### src/rtl/ysyx_25040101_ifu.sv
// ysyx_25040101_ifu -- instruction fetch unit for a multi-cycle core.
//
// Holds the PC, fetches one 32-bit word per instruction over a valid/ready
// memory bus, and hands the word plus pre-split opcode/func3/func7 fields to
// decode. Execute returns the next PC. Exactly one instruction is in flight.
//
// Parameters:
//   RESET_PC  PC loaded on reset
//   TIMEOUT   WAIT cycles before a timeout fault (0 disables the watchdog)
//
// Optional feature macro: IFU_MISALIGN_CHK_EN
//   defined   : a misaligned next PC (or RESET_PC) raises fault_o and halts
//   undefined : next PC low two bits are forced to zero when loaded
//
// Ports:
//   clk, rst                         clock, synchronous active-high reset
//   halt_i                           stop fetching (sticky internally)
//   mem_req_valid_o/ready_i/addr_o   read request channel
//   mem_rsp_valid_i/data_i           read response (single-cycle pulse)
//   inst_valid_o/ready_i             instruction handshake to decode
//   inst_o, opcode_o, func3_o,
//   func7_o, pc_o                    instruction word, fields, its PC
//   npc_valid_i, npc_i               next PC from execute
//   fault_o                          sticky fault, forces HALT
module ysyx_25040101_ifu #(
  parameter logic [31:0] RESET_PC = 32'h8000_0000,
  parameter logic [15:0] TIMEOUT  = 16'd1023
) (
  input  logic        clk,
  input  logic        rst,
  input  logic        halt_i,
  output logic        mem_req_valid_o,
  input  logic        mem_req_ready_i,
  output logic [31:0] mem_req_addr_o,
  input  logic        mem_rsp_valid_i,
  input  logic [31:0] mem_rsp_data_i,
  output logic        inst_valid_o,
  input  logic        inst_ready_i,
  output logic [31:0] inst_o,
  output logic [6:0]  opcode_o,
  output logic [2:0]  func3_o,
  output logic        func7_o,
  output logic [31:0] pc_o,
  input  logic        npc_valid_i,
  input  logic [31:0] npc_i,
  output logic        fault_o
);

  typedef enum logic [2:0] {
    S_FETCH,
    S_WAIT,
    S_ISSUE,
    S_EXEC,
    S_HALT
  } state_t;

  state_t      state_q, state_d;
  logic [31:0] pc_q, pc_d;
  logic [31:0] inst_q, inst_d;
  logic        halt_pend_q, halt_pend_d;
  logic        fault_q, fault_d;
  logic [15:0] wdog_q, wdog_d;
  logic        misalign_pc;

  // Watchdog saturates instead of wrapping so a disabled or huge TIMEOUT
  // never aliases back to a small count.
  function automatic logic [15:0] sat_inc16(input logic [15:0] v);
    return (v == 16'hFFFF) ? v : v + 16'd1;
  endfunction

`ifdef IFU_MISALIGN_CHK_EN
  assign misalign_pc = (pc_q[1:0] != 2'b00);
`else
  assign misalign_pc = 1'b0;
`endif

  always_comb begin
    state_d         = state_q;
    pc_d            = pc_q;
    inst_d          = inst_q;
    halt_pend_d     = halt_pend_q | halt_i;
    fault_d         = fault_q;
    wdog_d          = wdog_q;
    mem_req_valid_o = 1'b0;
    inst_valid_o    = 1'b0;

    case (state_q)
      S_FETCH: begin
        // Halt decisions are taken before a request goes out, so an accepted
        // request is always followed through to its response.
        if (halt_pend_q || fault_q || misalign_pc) begin
          if (misalign_pc) fault_d = 1'b1;
          state_d = S_HALT;
        end else begin
          mem_req_valid_o = 1'b1;
          if (mem_req_ready_i) begin
            wdog_d  = 16'd0;
            state_d = S_WAIT;
          end
        end
      end
      S_WAIT: begin
        if (mem_rsp_valid_i) begin
          inst_d  = mem_rsp_data_i;
          state_d = S_ISSUE;
        end else begin
          wdog_d = sat_inc16(wdog_q);
          if ((TIMEOUT != 16'd0) && (wdog_d == TIMEOUT)) begin
            fault_d = 1'b1;
            state_d = S_HALT;
          end
        end
      end
      S_ISSUE: begin
        inst_valid_o = 1'b1;
        if (inst_ready_i) state_d = S_EXEC;
      end
      S_EXEC: begin
        if (npc_valid_i) begin
`ifdef IFU_MISALIGN_CHK_EN
          pc_d = npc_i;
          if (npc_i[1:0] != 2'b00) begin
            fault_d = 1'b1;
            state_d = S_HALT;
          end else begin
            state_d = S_FETCH;
          end
`else
          pc_d    = npc_i & ~32'h0000_0003;
          state_d = S_FETCH;
`endif
        end
      end
      default: begin
        state_d = S_HALT;
      end
    endcase

    // Reset is synchronous, so the state may still be anything during the
    // reset cycle; keep both valids low regardless.
    if (rst) begin
      mem_req_valid_o = 1'b0;
      inst_valid_o    = 1'b0;
    end
  end

  always_ff @(posedge clk) begin
    if (rst) begin
      state_q     <= S_FETCH;
      pc_q        <= RESET_PC;
      inst_q      <= 32'h0000_0013;
      halt_pend_q <= 1'b0;
      fault_q     <= 1'b0;
      wdog_q      <= 16'd0;
    end else begin
      state_q     <= state_d;
      pc_q        <= pc_d;
      inst_q      <= inst_d;
      halt_pend_q <= halt_pend_d;
      fault_q     <= fault_d;
      wdog_q      <= wdog_d;
    end
  end

  assign mem_req_addr_o = pc_q;
  assign pc_o           = pc_q;
  assign inst_o         = inst_q;
  assign opcode_o       = inst_q[6:0];
  assign func3_o        = inst_q[14:12];
  assign func7_o        = inst_q[30];
  assign fault_o        = fault_q;

endmodule
### config.mk
export PLATFORM = sky130hd
export DESIGN_NAME = ysyx_25040101_ifu
export DESIGN_NICKNAME = d
export VERILOG_FILES = /design/src/rtl/ysyx_25040101_ifu.sv
export SDC_FILE = /design/constraint.sdc
export NUM_CORES = 1
export LEC_CHECK = 0
export ABC_AREA = 1
export BUFFER_PORTS_ARGS = -buffer_cell sky130_fd_sc_hd__buf_2
export CAP_MARGIN = 20
export CORE_UTILIZATION = 35
export CTS_CLUSTER_DIAMETER = 30
export CTS_CLUSTER_SIZE = 28
export DETAILED_ROUTE_END_ITERATION = 6
export PLACE_DENSITY = 0.65
export SLEW_MARGIN = 30
export SYNTH_ARGS = -nofsm -noshare
export SYNTH_HDL_FRONTEND = slang
export SYNTH_SLANG_ARGS = --single-unit
### constraint.sdc
create_clock -name clk -period 1.75 [get_ports clk]
set_input_delay 0.0875 -clock clk [delete_from_list [all_inputs] [get_ports clk]]
set_output_delay 0.0875 -clock clk [all_outputs]
set_load 0.01 [all_outputs]
---- Yosys cells after proc, flatten, opt, wreduce, memory -nomap -nowiden ----
Index checks and enable logic that the tools add are counted.
Widths: inputs -> output; s select.
cells by class
  bitwise logic cells ..................... 2
  add/sub/neg operators ................... 1
  reduce and logical (&&, ||, !) cells .... 8
  mux-type cells .......................... 17
  eq/ne operators ......................... 12
operators with widths
  cell                   number
  $mux 16                4
  $pmux 16 s2            1
  $mux 3                 6
  $add 16x1->16 const B  1
  $eq 16x10->1 const B   1
  $eq 16x16->1 const B   1
  $pmux 3 s4             1
  $ne 2x2->1 const B     5
  $reduce_and 4->1       2
  $eq 3x2->1 const B     2
  $ne 3x3->1 const B     2
  $mux 1                 5
  $reduce_and 2->1       2
  $eq 3x1->1 const B     1
  $logic_not 3->1        1
  $reduce_and 3->1       1
  $reduce_bool 2->1      1
  $logic_or 1x1->1       1
  $not 1->1              1
  $or 1x1->1             1
word-level totals
  logic and storage cells ................. 46
  output and inout bits ................... 110
  bits in registers ....................... 83

---- Logic depth before layout (Yosys ltp) ----
  word-level depth ........................ 6
  gate-level depth with buffers ........... 15
  depth with buffers taken out ............ 15

---- Worst setup path before layout ----
OpenSTA, ideal clock, no wires.
  kind .................................... reg-to-reg
  start ................................... register wdog_q[0]
  end ..................................... register state_q[1]
  setup slack ............................. -111 ps
  arrival time ............................ 1749 ps
  stages on the path, launching flop included .. 15
  setup time .............................. 112 ps
  clock period less this slack ............ 1861 ps
  cells stage by stage .................... dfxtp_1 ha_1 nand2_2 nor2_4 nand2_4 nor2_8 nand2_2 a21oi_2 nand3_1 nor2_1 nand2_2 nand2_4 nand2_2 nor2_1 nor2_1
between the ends
  longest elaborated chain between the ends .. 5
  elaborated cells between the ends (all ways) .. 6
  those cells by class .................... add/sub: 1; eq/ne: 3; mux: 1; reduce/logical: 1
RTL lines
  what                                                  RTL line  text
  start, declared                                       62        logic [15:0] wdog_q, wdog_d;
  start signal, assigned                                161       wdog_q <= wdog_d;
  $add 16x1->16 / $eq 16x16->1 (equally long branches)  68        return (v == 16'hFFFF) ? v : v + 16'd1;
  $mux 16 (*)                                           68
  $eq 16x10->1 (*)                                      108       if ((TIMEOUT != 16'd0) && (wdog_d == TIMEOUT)) begin
  $ne 3x3->1 (no line) (*)                              --
  $reduce_and 4->1 (no line) (*)                        --
  end signal, assigned                                  156       state_q <= state_d;
  end, declared                                         57        state_t state_q, state_d;
Every way passes the cells marked *; elsewhere a longest branch is shown, timed or not.
A chain may end at the register's enable or synchronous reset.

---- Worst setup path in the final report ----
  start ................................... register wdog_q[1]
  end ..................................... register state_q[1]
Same word-level chain as after synthesis.

==> results.txt <==
Area share of the largest cell type after synthesis -> 0.421
Crit path max fanout -> 4
Maximum vdd drop -> 0.000631 V
Ys Warns -> 0
Synthesized area -> 3950 um2
Initial antenna violation count -> 0
# nets final -> 818
PwrDens -> 975 nW/um2
1st-pass router iterations -> 4
Vias in the first global route -> 3,798
Worst-path clk slew -> 0.06 ns
Hold Vio Cnt, Final -> 0
Register area share after synthesis -> 0.421
Number of CTS-inserted buffers -> 9
Crit-path cells -> ha_4, nand2_4, nor2_4, nand2_4, nor2_4, a21oi_1, nor2_1, nand2_1, nor2_2, nand2_2, nand2_4, nand2_2, nor2_1, nor2_1
1st-iter DRT viols -> 269
Worst path required time -> 1.98 ns
Leakage -> 2.72 nW
Largest net degree at the start of global routing -> 42
Initial Util -> 0.361
First-pass GRT wire length -> 16,700 um
Cells after synthesis -> 553
GRT Overall Usage -> 0.181
HPWL after DPL -> 7360 um
Area leader, netlist -> dfxtp_1
Distinct cells, synth -> 31
Crit start category -> flip-flop
Layout area overhead -> 44.7%
Fmax -> 544 MHz
Critical path class -> reg -> reg
CTS tree -> done
Die footprint -> 11,700 um2
Top cells by area, synth -> dfxtp_1 (42%), nand2_1 (18%), a21oi_1 (9.9%)
Placer Congestion -> 0.888
CTS root buf -> clkbuf_16
Cells after DPL -> 836
Skew final -> 0.00662 ns
CP Capture Type -> flip-flop
Die H -> 108 um
Final WL -> 10,900 um
Fin cells -> 890
Fraction of layout cells with a size suffix above 1 -> 0.392
Yosys reg bits -> 83
Vias -> 4,136
Post-route ant nets -> 0
DP Worst Slack -> -0.133 ns
CP arrival -> 2.07 ns
Final setup fails -> 4
# rows -> 38
Failing checks -> negative setup slack
Status -> complete, but fails checks
Post-synth top flop -> dfxtp_1
Max_cap viols -> 0
Longest Clk Path Bufs -> 2
Clock network latency to the later pin of the worst-skew pair -> 0.33 ns
Unrepaired setup endpoints after global routing -> yes
Period utilization -> 1.05
Crit path max-delay cell type -> dfxtp_4
Period minus WS final -> 1.84 ns
Clk sinks -> 83
Critical path's top delay family -> simple AND/OR/NAND/NOR gates
CP Buf/Inv Count -> 0
Fin. max-slew vios -> 0
Final worst slack -> -0.0874 ns
Worst path max stage delay -> 0.36 ns
# IOs -> 181
Avg Cell Area, Syn -> 7.14 um2
EDFF count, synth -> 0
Total grt overflow -> 0
Die Wd -> 108 um
Port buffer count -> 174
Async set-reset flop share out of synthesis -> 0
Core area -> 10,900 um2
Hold WC Path Type -> in -> reg
Vias/cell -> 4.65
Antenna cells -> 0
Count leader, synth -> nand2_1
DRC errors left -> 0
WL/cell -> 12.3 um
Core Util, Final -> 0.522
CTS HTree Levels -> 3
Commonest cells in the netlist -> nand2_1 (191), dfxtp_1 (83), a21oi_1 (78)
==> worst min-delay path, delay by kind of cell <==
kind / cells / cell delay (ns)
buffers and inverters: 1 / 0.09
AO/OA/AOI/OAI: 1 / 0.05
AND/OR/NAND/NOR: 1 / 0.05
==> flip-flops by register name, indices dropped and copies added (netlist names) <==
| signal | count |
|---|---|
| inst_o | 32 |
| halt_pend_q | 1 |
| mem_req_addr_o | 30 |
| state_q | 3 |
| wdog_q | 16 |
| fault_o | 1 |
==> placed cells by master (no fill, tap or decap), types with 7 or more instances in the layout <==
cell,n
a21oi_1,75
buf_2,174
buf_4,39
clkbuf_16,9
dfxtp_1,74
dfxtp_2,7
dlygate4sd3_1,30
inv_1,21
nand2_1,187
nand2_2,11
nand3_1,21
nor2_1,23
nor2_4,10
==> what timing repair did <==
item                       4_1_cts  5_1_grt
hold endpoints to repair        30        0
resized for setup                9       31
cloned                           1        1
setup endpoints to repair        4        8
setup buffers                    4        3
pin swaps                        6       11
hold buffers                    30        0
==> per-stage QoR <==
stage	power, mW	instance area [um2]	hold slack [ns]	TNS, ns
CTS	5.55	5560	0.0000129	-0.104
global placement	3.40	4870	0.288	-0.166
detailed placement	3.43	4870	0.294	-0.352
global route	5.88	5710	0.00182	-0.722
floorplan	3.03	3980	0.201	0
finish	5.57	5710	0.00676	-0.184
==> area by class of cell <==
class	count	area, um2
multi-input cells	380	1930
clock inverters	4	73.8
well taps	140	175
repair buffers	245	1500
clock buffers	11	253
fillers	1045	5220
inverters	26	97.6
repair inverters	1	7.51
flip-flops and latches	83	1680
==> routing by layer <==
metal,up-vias,global-route usage,routed length [um]
met4,0,0.0832,267
met2,166,0.319,5340
met1,1842,0.203,4620
li1,2108,-,-
met5,-,0,0
met3,20,0.0470,713
==> power breakdown <==
group	leakage, nW	internal, mW	total, mW	switching [mW]
Sequential	0.677	2.05	2.17	0.120
Clock	0.162	1.32	2.03	0.712
Combinational	1.88	0.524	1.36	0.839
==> final timing paths <==
check             cells past startpoint  slack (ns)        from                 end
setup / recovery                     14       -0.09   wdog_q[1]          state_q[1]
hold / removal                        3       0.007   npc_i[28]  mem_req_addr_o[28]
setup reg to reg                     14       -0.09   wdog_q[1]          state_q[1]
hold reg to reg                       2        0.46  inst_o[27]          inst_o[27]
==> cells by family after synthesis <==
family	Yosys count	share of synthesized area
AOI/OAI and AO/OA	88	0.115
other	1	0.000950
xor gates and xnor gates	3	0.00666
DFF	83	0.421
and+or+nand+nor	283	0.321
buffers and inverters	94	0.132
adders and majority gates	1	0.00317
No activity file was read; power rests on OpenSTA's default activity.
